<file path="src/rtl/lpf_channel_arbiter.sv">
// Round-robin arbiter sharing one lpf_filter between NumCh sample streams.
// Optional WAIT watchdog (timeout_o) is built when LPF_ARB_TIMEOUT_EN is defined.
module lpf_channel_arbiter #(
  parameter int unsigned NumCh     = 4,
  parameter int unsigned Data_bits = 10,
  parameter int unsigned Timeout   = 32,
  localparam int unsigned ChW      = (NumCh > 1) ? $clog2(NumCh) : 1
) (
  input  logic                       clk_i,
  input  logic                       rst_ni,
  input  logic [NumCh*Data_bits-1:0] ch_data_i,
  input  logic [NumCh-1:0]           ch_valid_i,
  output logic [NumCh-1:0]           ch_ready_o,
  output logic [Data_bits-1:0]       flt_data_o,
  output logic                       flt_valid_o,
  input  logic [Data_bits-1:0]       flt_data_i,
  input  logic                       flt_valid_i,
  output logic [Data_bits-1:0]       res_data_o,
  output logic [ChW-1:0]             res_ch_o,
  output logic                       res_valid_o,
  output logic [NumCh-1:0]           ovf_o,
  input  logic                       ovf_clr_i,
  output logic                       busy_o
`ifdef LPF_ARB_TIMEOUT_EN
  ,
  output logic                       timeout_o
`endif
);

  if (NumCh < 2 || Timeout < 2) begin : g_param_check
    $error("lpf_channel_arbiter: NumCh and Timeout must both be >= 2");
  end

  typedef enum logic {
    ST_ARB,
    ST_WAIT
  } state_e;

  state_e               state_q, state_d;
  logic [Data_bits-1:0] hold_q [NumCh];
  logic [NumCh-1:0]     pending_q;
  logic [NumCh-1:0]     ovf_q;
  logic [ChW-1:0]       rr_q;
  logic [ChW-1:0]       cur_ch_q;
  logic [ChW-1:0]       grant;
  logic                 grant_found;
  logic                 ready_en_q;
  logic                 issue;
  logic                 resp;
  logic                 tmo;
  logic                 release_ch;

  // Ready is forced low until the first edge after reset release.
  assign ch_ready_o = ~pending_q & {NumCh{ready_en_q}};

  always_comb begin
    int unsigned idx;
    grant       = '0;
    grant_found = 1'b0;
    idx         = 0;
    for (int unsigned k = 1; k <= NumCh; k++) begin
      idx = (32'(rr_q) + k) % NumCh;
      if (!grant_found && pending_q[idx]) begin
        grant       = ChW'(idx);
        grant_found = 1'b1;
      end
    end
  end

`ifdef LPF_ARB_TIMEOUT_EN
  localparam int unsigned CntW = $clog2(Timeout + 1);
  logic [CntW-1:0] wait_cnt_q;
  logic            timeout_q;
  logic            cnt_hit;

  assign cnt_hit   = (wait_cnt_q == CntW'(Timeout - 1));
  assign timeout_o = timeout_q;

  always_ff @(posedge clk_i or negedge rst_ni) begin
    if (!rst_ni) begin
      wait_cnt_q <= '0;
      timeout_q  <= 1'b0;
    end else begin
      if (issue) begin
        wait_cnt_q <= '0;
      end else if (state_q == ST_WAIT) begin
        wait_cnt_q <= wait_cnt_q + 1'b1;
      end
      if (tmo) begin
        timeout_q <= 1'b1;
      end else if (ovf_clr_i) begin
        timeout_q <= 1'b0;
      end
    end
  end
`else
  logic cnt_hit;
  assign cnt_hit = 1'b0;
`endif

  always_comb begin
    state_d = state_q;
    issue   = 1'b0;
    resp    = 1'b0;
    tmo     = 1'b0;
    unique case (state_q)
      ST_ARB: begin
        if (grant_found) begin
          issue   = 1'b1;
          state_d = ST_WAIT;
        end
      end
      ST_WAIT: begin
        // A result arriving on the watchdog's final cycle takes precedence.
        if (flt_valid_i) begin
          resp    = 1'b1;
          state_d = ST_ARB;
        end else if (cnt_hit) begin
          tmo     = 1'b1;
          state_d = ST_ARB;
        end
      end
      default: state_d = ST_ARB;
    endcase
  end

  assign release_ch  = resp | tmo;
  assign flt_valid_o = issue;
  assign flt_data_o  = hold_q[(state_q == ST_WAIT) ? cur_ch_q : grant];
  assign busy_o      = (state_q == ST_WAIT);
  assign ovf_o       = ovf_q;

  always_ff @(posedge clk_i or negedge rst_ni) begin
    if (!rst_ni) begin
      state_q     <= ST_ARB;
      rr_q        <= ChW'(NumCh - 1);
      cur_ch_q    <= '0;
      ready_en_q  <= 1'b0;
      res_data_o  <= '0;
      res_ch_o    <= '0;
      res_valid_o <= 1'b0;
    end else begin
      state_q     <= state_d;
      ready_en_q  <= 1'b1;
      res_valid_o <= resp;
      if (issue) begin
        cur_ch_q <= grant;
      end
      if (release_ch) begin
        rr_q <= cur_ch_q;
      end
      if (resp) begin
        res_data_o <= flt_data_i;
        res_ch_o   <= cur_ch_q;
      end
    end
  end

  always_ff @(posedge clk_i or negedge rst_ni) begin
    if (!rst_ni) begin
      pending_q <= '0;
      ovf_q     <= '0;
      for (int unsigned i = 0; i < NumCh; i++) begin
        hold_q[i] <= '0;
      end
    end else begin
      for (int unsigned i = 0; i < NumCh; i++) begin
        if (release_ch && (cur_ch_q == ChW'(i))) begin
          pending_q[i] <= 1'b0;
        end else if (ch_valid_i[i] && ch_ready_o[i]) begin
          hold_q[i]    <= ch_data_i[i*Data_bits +: Data_bits];
          pending_q[i] <= 1'b1;
        end
        if (ch_valid_i[i] && pending_q[i]) begin
          ovf_q[i] <= 1'b1;
        end else if (ovf_clr_i) begin
          ovf_q[i] <= 1'b0;
        end
      end
    end
  end

endmodule

</file>
<file path="config.mk">
export PLATFORM = sky130hd
export DESIGN_NAME = lpf_channel_arbiter
export DESIGN_NICKNAME = d
export VERILOG_FILES = /design/src/rtl/lpf_channel_arbiter.sv
export SDC_FILE = /design/constraint.sdc
export NUM_CORES = 1
export LEC_CHECK = 0
export BUFFER_PORTS_ARGS = -buffer_cell sky130_fd_sc_hd__buf_2
export CORE_ASPECT_RATIO = 0.75
export CORE_MARGIN = 3
export CORE_UTILIZATION = 55
export CTS_CLUSTER_DIAMETER = 80
export CTS_CLUSTER_SIZE = 20
export DETAILED_ROUTE_END_ITERATION = 8
export GPL_TIMING_DRIVEN = 0
export PLACE_DENSITY = 0.88
export SLEW_MARGIN = 40
export SYNTH_ARGS = -nofsm -noshare
export SYNTH_HDL_FRONTEND = slang
export SYNTH_SLANG_ARGS = --single-unit
</file>
<file path="constraint.sdc">
create_clock -name clk_i -period 3.5 [get_ports clk_i]
set_clock_uncertainty 0.2 [all_clocks]
set_input_delay 1.05 -clock clk_i [delete_from_list [all_inputs] [get_ports clk_i]]
set_output_delay 1.05 -clock clk_i [all_outputs]
set_load 0.005 [all_outputs]
</file>
==> summary.md <==
| Metric | Value |
|---|---|
| MaxCap Viol Count | `0` |
| First-pass GRT wire length | `10,900 um` |
| I/O pin cnt | `91` |
| Cell taking the most area after synthesis | `dfrtp_1` |
| Crit end category | `primary output` |
| Max stage delay cell, worst path | `a2bb2oi_1` |
| Buffers and inverters on the worst path | `3` |
| Post-synth EDFFs | `0` |
| Clk root buf | `clkbuf_8` |
| Peak Freq | `288 MHz` |
| Drt initial violations | `99` |
| Layout cell share with drive strength beyond 1 | `0.465` |
| VDD IR max | `0.400 mV` |
| Pin count of the biggest net entering global routing | `46` |
| Area grow syn2layout | `26.8%` |
| Crit-path leading delay family | `buffers and inverters` |
| Initial antenna violation count | `0` |
| Chip width | `92.1 um` |
| # clock sinks | `67` |
| Top cells by area, synth | `dfrtp_1, mux2_2, mux2i_1` |
| 1st-pass router iterations | `4` |
| Critical Path RT | `2.25 ns` |
| CP peak stage delay | `0.39 ns` |
| DPL Wire Length | `4850 um` |
| Port buffer count | `90` |
| Core region area | `5120 um^2` |
| Worst-path clk slew | `0.07 ns` |
| WL/cell | `15.9 um` |
| Synthesized instance count | `252` |
| Seq/Total Area, Yosys | `0.549` |
| Maximum fanout along the worst path | `10` |
| Htree depth | `3` |
| Global placer's final weighted congestion | `0.884` |
| Ys async rst share | `1.00` |
| Worst-Skew Late Latency | `0.34 ns` |
| Die Span Y | `70.6 um` |
| CP Class | `reg -> out` |
| Vias in the first global route | `2,200` |
| Mean Syn Cell Area | `12.1 um^2` |
| Synthesized net count | `310` |
| Vias | `2,231` |
| Synth top area share | `0.531` |
| Rel. slew slack | `0.412` |
| Outcome | `finished clean` |
| Yosys warnings | `0` |
| Placed Cells | `415` |
| Die ar. | `6500 um^2` |
| Layout Nets | `412` |
| Total Neg Setup Slack | `0 ns` |
| RSZ-0062 raised after global routing | `yes` |
| Initial Utilization | `0.598` |
| Routed Antenna Nets | `0` |
| Area of placed instances | `3620 um^2` |
| Post-CTS Setup Bufs | `0` |
| Fin cells | `431` |
| Overflow after GRT | `0` |
| Synth unique cells | `34` |
| Hold crit path type | `reg -> reg` |
| Diodes inserted | `0` |
| Cts hold-fix bufs | `0` |
| Global-route usage over all layers | `0.221` |
| Final setup viols | `0` |
| Synthesized cell area | `3060 um^2` |
| Most used DFF post-synth | `dfrtp_1` |
| CP arrival | `2.22 ns` |
| Worst slew pin tran | `0.874 ns` |
| Final instance area | `3880 um^2` |
| Inserted Clock Buffers | `9` |
| Max clock buf depth | `2` |
| Row cnt | `22` |
| Final-report hold violation count | `0` |
| Drc violations | `0` |
| Total wire length | `6860 um` |
| CTS tree | `yes` |
| Pleak | `1.92 nW` |
| #FFs+latches synth | `67` |
| Critical-path cell list | `buf_4, nor2_1, a2bb2oi_1, o31ai_4, buf_6, mux2i_2, mux2i_1, buf_2` |
| Cell Pwr Density | `868 nW/um^2` |
| Fin crit share | `0.991` |
| Crit path time final | `3.47 ns` |
| DR vias/cell | `5.18` |
| Max-slew violation count | `0` |
| Startpoint Class | `flip-flop` |
[cell type report]
cell class | count | area (um^2)
plain buffers | 10 | 83.8
repair buffers | 92 | 480
well taps | 72 | 90.1
inverters | 6 | 22.5
clock buffers | 11 | 151
fillers | 361 | 1240
multi-input cells | 168 | 1290
clock inverters | 5 | 83.8
flip-flops and latches | 67 | 1680
[cells in the mapped netlist, types with 2 or more instances]
library cell / count
buf_1: 2
nor2_1: 9
nand2b_1: 2
a21oi_1: 5
buf_6: 5
nor2b_1: 6
dfstp_2: 2
dfrtp_1: 65
nand2_1: 50
o21ai_0: 7
inv_1: 5
mux2_1: 2
mux2i_1: 31
buf_4: 2
mux2_2: 38
nor3_1: 2
nor3_4: 2
[layout by cell type, fill, tap and decap left out, types with 2 or more instances in the layout]
| cell | instances |
|---|---|
| a21oi_1 | 5 |
| buf_1 | 2 |
| buf_2 | 89 |
| buf_4 | 4 |
| buf_6 | 5 |
| bufinv_16 | 2 |
| clkbuf_8 | 11 |
| clkinvlp_4 | 2 |
| dfrtp_1 | 65 |
| dfstp_2 | 2 |
| inv_1 | 5 |
| mux2_1 | 2 |
| mux2_2 | 38 |
| mux2i_1 | 29 |
| mux2i_2 | 2 |
| nand2_1 | 50 |
| nand2b_1 | 2 |
| nor2_1 | 9 |
| nor2b_1 | 6 |
| nor3_1 | 2 |
| nor3_4 | 2 |
| o21ai_0 | 7 |
[worst register-to-register path: cells and delay by family, from the launching register on]
family / cells / cell delay (ns)
flip-flops: 1 / 0.56
AND/OR/NAND/NOR: 4 / 0.94
buffers and inverters: 1 / 0.11
multiplexers: 1 / 0.41
[per-stage QoR]
stage,utilization,total power (W),setup slack (ns),hold slack [ns]
3_3_place_gp,0.703,0.00251,0.483,0.253
6_report,0.758,0.00337,0.0319,0.274
2_1_floorplan,-,0.00214,0.714,0.253
5_1_grt,0.758,0.00356,-0.0584,0.304
3_5_place_dp,0.708,0.00258,0.396,0.257
4_1_cts,0.753,0.00333,0.0413,0.279
[where the power goes]
part,total [W],leakage [nW],switching (W),internal (W)
logic,0.00132,1.01,0.000633,0.000691
clock network,0.000743,0.112,0.000300,0.000442
registers,0.00130,0.796,0.000199,0.00110
total,0.00337,1.92,0.00113,0.00223
[cells by family (layout without fill, tap and decap cells)]
group | Yosys count | in the layout | share of synthesized area
AND/OR/NAND/NOR | 75 | 75 | 0.111
multiplexers | 71 | 71 | 0.249
AO/OA/AOI/OAI | 21 | 21 | 0.0548
other | 1 | 1 | 0.00123
buffers and inverters | 17 | 124 | 0.0360
flip-flops | 67 | 67 | 0.549
[flip-flops by register name (all words and copies together) (netlist names)]
name / flops
busy_o: 1
cur_ch_q: 2
hold_q: 40
ovf_o: 4
pending_q: 4
ready_en_q: 1
res_ch_o: 2
res_data_o: 10
res_valid_o: 1
rr_q: 2
[worst paths after layout]
kind	startpoint	endpoint	slack, ns	cells after the start
min in group asynchronous	rst_ni	res_data_o[6]	0.39	1
worst max-delay path	pending_q[3]	flt_data_o[0]	0.03	8
max in group asynchronous	rst_ni	rr_q[0]	2.14	2
worst min register to register	res_data_o[3]	res_data_o[3]	0.27	2
worst min-delay path	res_data_o[3]	res_data_o[3]	0.27	2
worst max register to register	busy_o	hold_q[22]	1.16	6
[routing by layer]
| metal | up-vias | GRT usage | routed length (um) |
|---|---|---|---|
| met5 | - | 0 | 0 |
| met4 | 0 | 0.104 | 160 |
| met3 | 17 | 0.0755 | 425 |
| met2 | 71 | 0.325 | 3220 |
| met1 | 1078 | 0.299 | 3050 |
| li1 | 1065 | - | - |
[repair_timing]
action,4_1_cts,5_1_grt
cloned,0,1
resized for setup,0,5
pin swaps,0,1
setup endpoints to repair,1,8
No activity file was read; power rests on OpenSTA's default activity.
